===== config.mk =====
export PLATFORM = sky130hd
export DESIGN_NAME = regfile_write_arbiter
export DESIGN_NICKNAME = d
export VERILOG_FILES = /design/src/rtl/regfile_write_arbiter_pkg.sv /design/src/rtl/regfile_write_arbiter_rr_arbiter.sv /design/src/rtl/regfile_write_arbiter.sv
export SDC_FILE = /design/constraint.sdc
export NUM_CORES = 1
export LEC_CHECK = 0
export CAP_MARGIN = 30
export CORE_MARGIN = 4
export CORE_UTILIZATION = 42
export CTS_BUF_LIST = sky130_fd_sc_hd__clkbuf_8
export CTS_CLUSTER_SIZE = 20
export DETAILED_ROUTE_END_ITERATION = 8
export PLACE_DENSITY_LB_ADDON = 0.3
export RECOVER_POWER = 25
export SYNTH_ARGS = -nofsm -noshare
export SYNTH_HDL_FRONTEND = slang
export SYNTH_HIERARCHICAL = 1
export SYNTH_SLANG_ARGS = --single-unit

===== constraint.sdc =====
create_clock -name clk -period 5.9 [get_ports clk]
set_input_delay 0.59 -clock clk [delete_from_list [all_inputs] [get_ports clk]]
set_output_delay 0.59 -clock clk [all_outputs]
set_load 0.005 [all_outputs]

===== src/rtl/regfile_write_arbiter_pkg.sv =====
// Shared register-file geometry and arbiter FSM encoding for the
// register-file write-port arbiter.
package regfile_write_arbiter_pkg;

  localparam int REG_ADDR_W = 5;
  localparam int REG_DATA_W = 32;
  localparam int REG_COUNT  = 32;
  localparam logic [REG_ADDR_W-1:0] ZERO_REG = '0;

  typedef enum logic {
    CLEAR = 1'b0,
    RUN   = 1'b1
  } state_t;

endpackage


===== src/rtl/regfile_write_arbiter_rr_arbiter.sv =====
// Combinational round-robin picker: searches i_req starting one past i_ptr,
// wrapping modulo NUM_REQ, and returns a one-hot grant plus its index.
module rr_arbiter #(
  parameter int NUM_REQ = 3,
  parameter int PTR_W   = $clog2(NUM_REQ)
) (
  input  logic [NUM_REQ-1:0] i_req,
  input  logic [PTR_W-1:0]   i_ptr,
  output logic [NUM_REQ-1:0] o_grant,
  output logic [PTR_W-1:0]   o_idx,
  output logic               o_any
);

  function automatic logic [PTR_W-1:0] wrap_idx(input int v);
    return PTR_W'(v % NUM_REQ);
  endfunction

  always_comb begin
    o_grant = '0;
    o_idx   = '0;
    o_any   = 1'b0;
    // Offset NUM_REQ wraps back to the last winner, which is searched last.
    for (int k = 1; k <= NUM_REQ; k++) begin
      if (!o_any && i_req[wrap_idx(int'(i_ptr) + k)]) begin
        o_any                               = 1'b1;
        o_grant[wrap_idx(int'(i_ptr) + k)] = 1'b1;
        o_idx                               = wrap_idx(int'(i_ptr) + k);
      end
    end
  end

endmodule


===== src/rtl/regfile_write_arbiter.sv =====
// Register-file write-port arbiter: zero-fills all registers after reset, then
// grants one writeback source per cycle round-robin with registered outputs.
module regfile_write_arbiter
  import regfile_write_arbiter_pkg::*;
#(
  parameter int NUM_REQ        = 3,
  parameter int CLEAR_ON_RESET = 1
) (
  input  logic                           clk,
  input  logic                           rst,
  input  logic [NUM_REQ-1:0]             req_valid,
  input  logic [NUM_REQ*REG_ADDR_W-1:0]  req_addr,
  input  logic [NUM_REQ*REG_DATA_W-1:0]  req_data,
  output logic [NUM_REQ-1:0]             req_ready,
  output logic [REG_ADDR_W-1:0]          rf_wa,
  output logic [REG_DATA_W-1:0]          rf_wd,
  output logic                           rf_we,
  output logic                           busy
);

  localparam int PTR_W = $clog2(NUM_REQ);
  localparam state_t RESET_STATE = (CLEAR_ON_RESET != 0) ? CLEAR : RUN;
  localparam logic [REG_ADDR_W-1:0] LAST_REG = REG_ADDR_W'(REG_COUNT - 1);
  localparam logic [PTR_W-1:0] PTR_INIT = PTR_W'(NUM_REQ - 1);

  state_t                r_state;
  state_t                w_state_next;
  logic [REG_ADDR_W-1:0] r_ctr;
  logic [PTR_W-1:0]      r_ptr;

  logic [NUM_REQ-1:0]    w_grant;
  logic [PTR_W-1:0]      w_idx;
  logic                  w_any;
  logic                  w_arb_en;
  logic                  w_hs;
  logic [REG_ADDR_W-1:0] w_addr [NUM_REQ];
  logic [REG_DATA_W-1:0] w_data [NUM_REQ];

  genvar gi;
  generate
    for (gi = 0; gi < NUM_REQ; gi++) begin : g_unpack
      assign w_addr[gi] = req_addr[gi*REG_ADDR_W +: REG_ADDR_W];
      assign w_data[gi] = req_data[gi*REG_DATA_W +: REG_DATA_W];
    end
  endgenerate

  rr_arbiter #(
    .NUM_REQ (NUM_REQ),
    .PTR_W   (PTR_W)
  ) u_rr_arbiter (
    .i_req   (req_valid),
    .i_ptr   (r_ptr),
    .o_grant (w_grant),
    .o_idx   (w_idx),
    .o_any   (w_any)
  );

  // Grants only land on valid bits, so any grant while enabled is a handshake.
  assign w_arb_en  = (r_state == RUN) && !rst;
  assign req_ready = w_arb_en ? w_grant : '0;
  assign w_hs      = w_arb_en && w_any;
  assign busy      = (r_state == CLEAR) || (rst && (CLEAR_ON_RESET != 0));

  always_ff @(posedge clk) begin
    if (rst) begin
      r_state <= RESET_STATE;
    end else begin
      r_state <= w_state_next;
    end
  end

  always_comb begin
    w_state_next = r_state;
    if (r_state == CLEAR && r_ctr == LAST_REG) begin
      w_state_next = RUN;
    end
  end

  always_ff @(posedge clk) begin
    if (rst) begin
      r_ctr <= '0;
      r_ptr <= PTR_INIT;
      rf_we <= 1'b0;
      rf_wa <= '0;
      rf_wd <= '0;
    end else if (r_state == CLEAR) begin
      rf_we <= 1'b1;
      rf_wa <= r_ctr;
      rf_wd <= '0;
      r_ctr <= r_ctr + REG_ADDR_W'(1);
    end else if (w_hs) begin
      r_ptr <= w_idx;
      rf_wa <= w_addr[w_idx];
      rf_wd <= w_data[w_idx];
      // Writes to $zero are accepted but never reach the register file.
      rf_we <= (w_addr[w_idx] != ZERO_REG);
    end else begin
      rf_we <= 1'b0;
    end
  end

endmodule


==> run_results.csv <==
group,metric,value,unit
worst_setup_path,cp_cell_sequence,"inv_1, ha_1, nand3b_1, o21ai_1, nor2_1, o21ai_4, buf_4, nand2_1, nor3b_2, a22oi_1, o21ai_1",
cells_and_area,drive_above_1_share,0.0439,
global_routing,grt_overflow,0,
route,viasPerCell,5.39,
logic_synthesis,synth_edf_count,0,
route,drtIter0Drc,76,
sta,fmax,0.280,GHz
worst_setup_path,critPathTopFamily,"simple AND/OR/NAND/NOR gates",
die,ioPinCount,158,
cells_and_area,area.growth.synth_to_final,63.9,%
worst_setup_path,start_kind,"register",
logic_synthesis,yosysTopAreaCell,"dfxtp_1",
worst_setup_path,crit_top_cell,"o21ai_1",
worst_setup_path,cp.arrival,3800,ps
logic_synthesis,yosysWarnings,6,
worst_setup_path,path_max_fanout,53,
logic_synthesis,synthTopCellsByArea,"dfxtp_1, mux2i_1, nor2_1, a211oi_1, a21oi_1",
clock_tree,clockBufferDepth,2,
worst_setup_path,slowest_stage,"nor3b_2",
logic_synthesis,async_flop_share,0,
clock_tree,cts_resized,0,
route,routed_wl,8680,um
die,num_rows,28,
worst_setup_path,max_stage_delay,630,ps
sta,worst_slew_margin_rel,0.482,
clock_tree,cts_hold_buf,0,
route,drtPass1Iterations,4,
global_routing,grt_pass1_wl,13500,um
worst_setup_path,criticalPathCategory,"reg -> reg",
die,die_w,87.6,um
route,vias,2863,
worst_setup_path,crit_path_end_kind,"register",
logic_synthesis,synth_cell_types,39,
die,coreArea,6030,um^2
power,ir_drop,0.000126,V
place,place_area,4250,um^2
clock_tree,post-cts-setup-buffers,0,
logic_synthesis,synth_seq_cells,46,
sta,final-setup-viol-count,0,
clock_tree,htreeDepth,2,
hold_path,hold_depth,2,
worst_setup_path,rr_worst_depth,11,
cells_and_area,mostFrequentLayoutCells,"clkdlybuf4s50_1, nor2_1, mux2i_1, dfxtp_1, a21oi_1",
logic_synthesis,syn-cell-area,2660,um^2
clock_tree,path_clk_slew,90,ps
worst_setup_path,cp.depth,11,
status,status,"completed",
clock_tree,clkLatencyLatePin,300,ps
global_routing,grt_max_degree,54,
logic_synthesis,syn-mean-instance-area,8.53,um^2
power,leakagePower,1.73,nW
logic_synthesis,syn-instance-count,312,
route,drcViolationCount,0,
sta,tns,0,ps
die,initial_core_util,0.442,
logic_synthesis,postSynthNetCount,434,
route,ant_nets,0,
sta,worstMarginPinSlew,774,ps
cells_and_area,diodes,0,
power,powerDensity,163,nW/um^2
place,io_buffers,157,
cells_and_area,utilization,0.724,
sta,min_period,3570,ps
job,drv_cap,0,
global_routing,grt_pass1_vias,2888,
logic_synthesis,seq_area_frac_synth,0.346,
cells_and_area,final_common_cell,"clkdlybuf4s50_1",
place,dp_hpwl,6690,um
global_routing,grt_usage,0.221,
clock_tree,root_buffer,"clkbuf_8",
sta,hold_viol,0,
sta,fin_skew,5.65,ps
route,routedWlPerCell,16.3,um
sta,period_share,0.605,
clock_tree,clock-sinks,46,
clock_tree,cts_tree,"built",
die,dieArea,7670,um^2
hold_path,hold_class,"reg -> reg",
clock_tree,cts-buffers-inserted,5,
worst_setup_path,path_buf_inv,2,
worst_setup_path,crit_required,6130,ps
logic_synthesis,synth_flop_cell,"dfxtp_1",
sta,grt_setup_unrepaired,"false",
sta,maxSlewViolCount,0,
cells_and_area,layout.nets,577,
cells_and_area,final_area,4360,um^2
power,total_power,0.000711,W
global_routing,antenna_found_initial,0,
logic_synthesis,synth_top_area_frac,0.346,
place,gp_congestion,0.895,
die,die_h,87.6,um
## layer usage
metal,vias up,wire [um],global-route usage
met2,122,4430,0.397
met3,17,801,0.0602
li1,1406,-,-
met5,-,0,0
met4,0,204,0.0711
met1,1318,3240,0.253
## sequential cells by signal, indices dropped and copies added, names as in the netlist
| name | count |
|---|---|
| rf_wd | 32 |
| rf_wa | 5 |
| r_state | 1 |
| r_ctr | 5 |
| r_ptr | 2 |
| rf_we | 1 |
## synthesized netlist by cell type (2+ instances only)
master,n
nor2_1,57
mux2i_1,47
dfxtp_1,46
a21oi_1,24
a211oi_1,21
o21ai_1,11
a22oi_1,10
buf_2,9
clkbuf_1,7
nand2b_1,7
nor2b_1,7
o21ai_0,7
ha_1,6
nand2_1,6
inv_1,5
buf_6,4
o22ai_1,4
o2bb2ai_1,4
buf_1,3
buf_4,3
nand3b_1,3
a2bb2oi_1,2
and3_1,2
xor2_1,2
## layout make-up
cell class,count,area (um^2)
repair buffers,162,1620
clock buffers,5,68.8
multi-input cells,235,1600
inverters,5,18.8
fillers,489,1660
clock inverters,3,43.8
well taps,75,93.8
flip-flops and latches,46,921
## power breakdown
part           switching [W]  total, W  internal, W  leakage, nW
clock               0.000112  0.000239     0.000127       0.0585
combinational      0.0000560  0.000155    0.0000988         1.30
sequential        0.00000282  0.000316     0.000314        0.372
total               0.000171  0.000711     0.000539         1.73
## worst paths after layout
path	end	slack, ps	from
max	rf_wd[17]	2330	r_ptr[0]
min	rf_wd[21]	480	rf_wd[21]
max reg2reg	rf_wd[17]	2330	r_ptr[0]
min reg2reg	rf_wd[21]	480	rf_wd[21]
## logic make-up after synthesis
kind of cell    count (synthesis)  synth area share
compound gates                 90             0.221
mux                            47             0.177
buf+inv                        31            0.0635
fa+ha+maj                       6            0.0282
xor+xnor                        3           0.00987
simple gates                   89             0.155
flops                          46             0.346
## through the flow
stage,worst slack (ps),instances,hold slack [ps]
finish,2330,531,484
floorplan,3420,312,463
CTS,2320,531,494
global route,1930,531,525
detailed placement,2130,523,470
global placement,2230,522,466
## tightest hold or removal path, cell delays in order, from the launching register on
cell,delay [ps]
dfxtp_1,330
a22oi_1,60
o21ai_1,60
(Power assumes the default switching activity.)
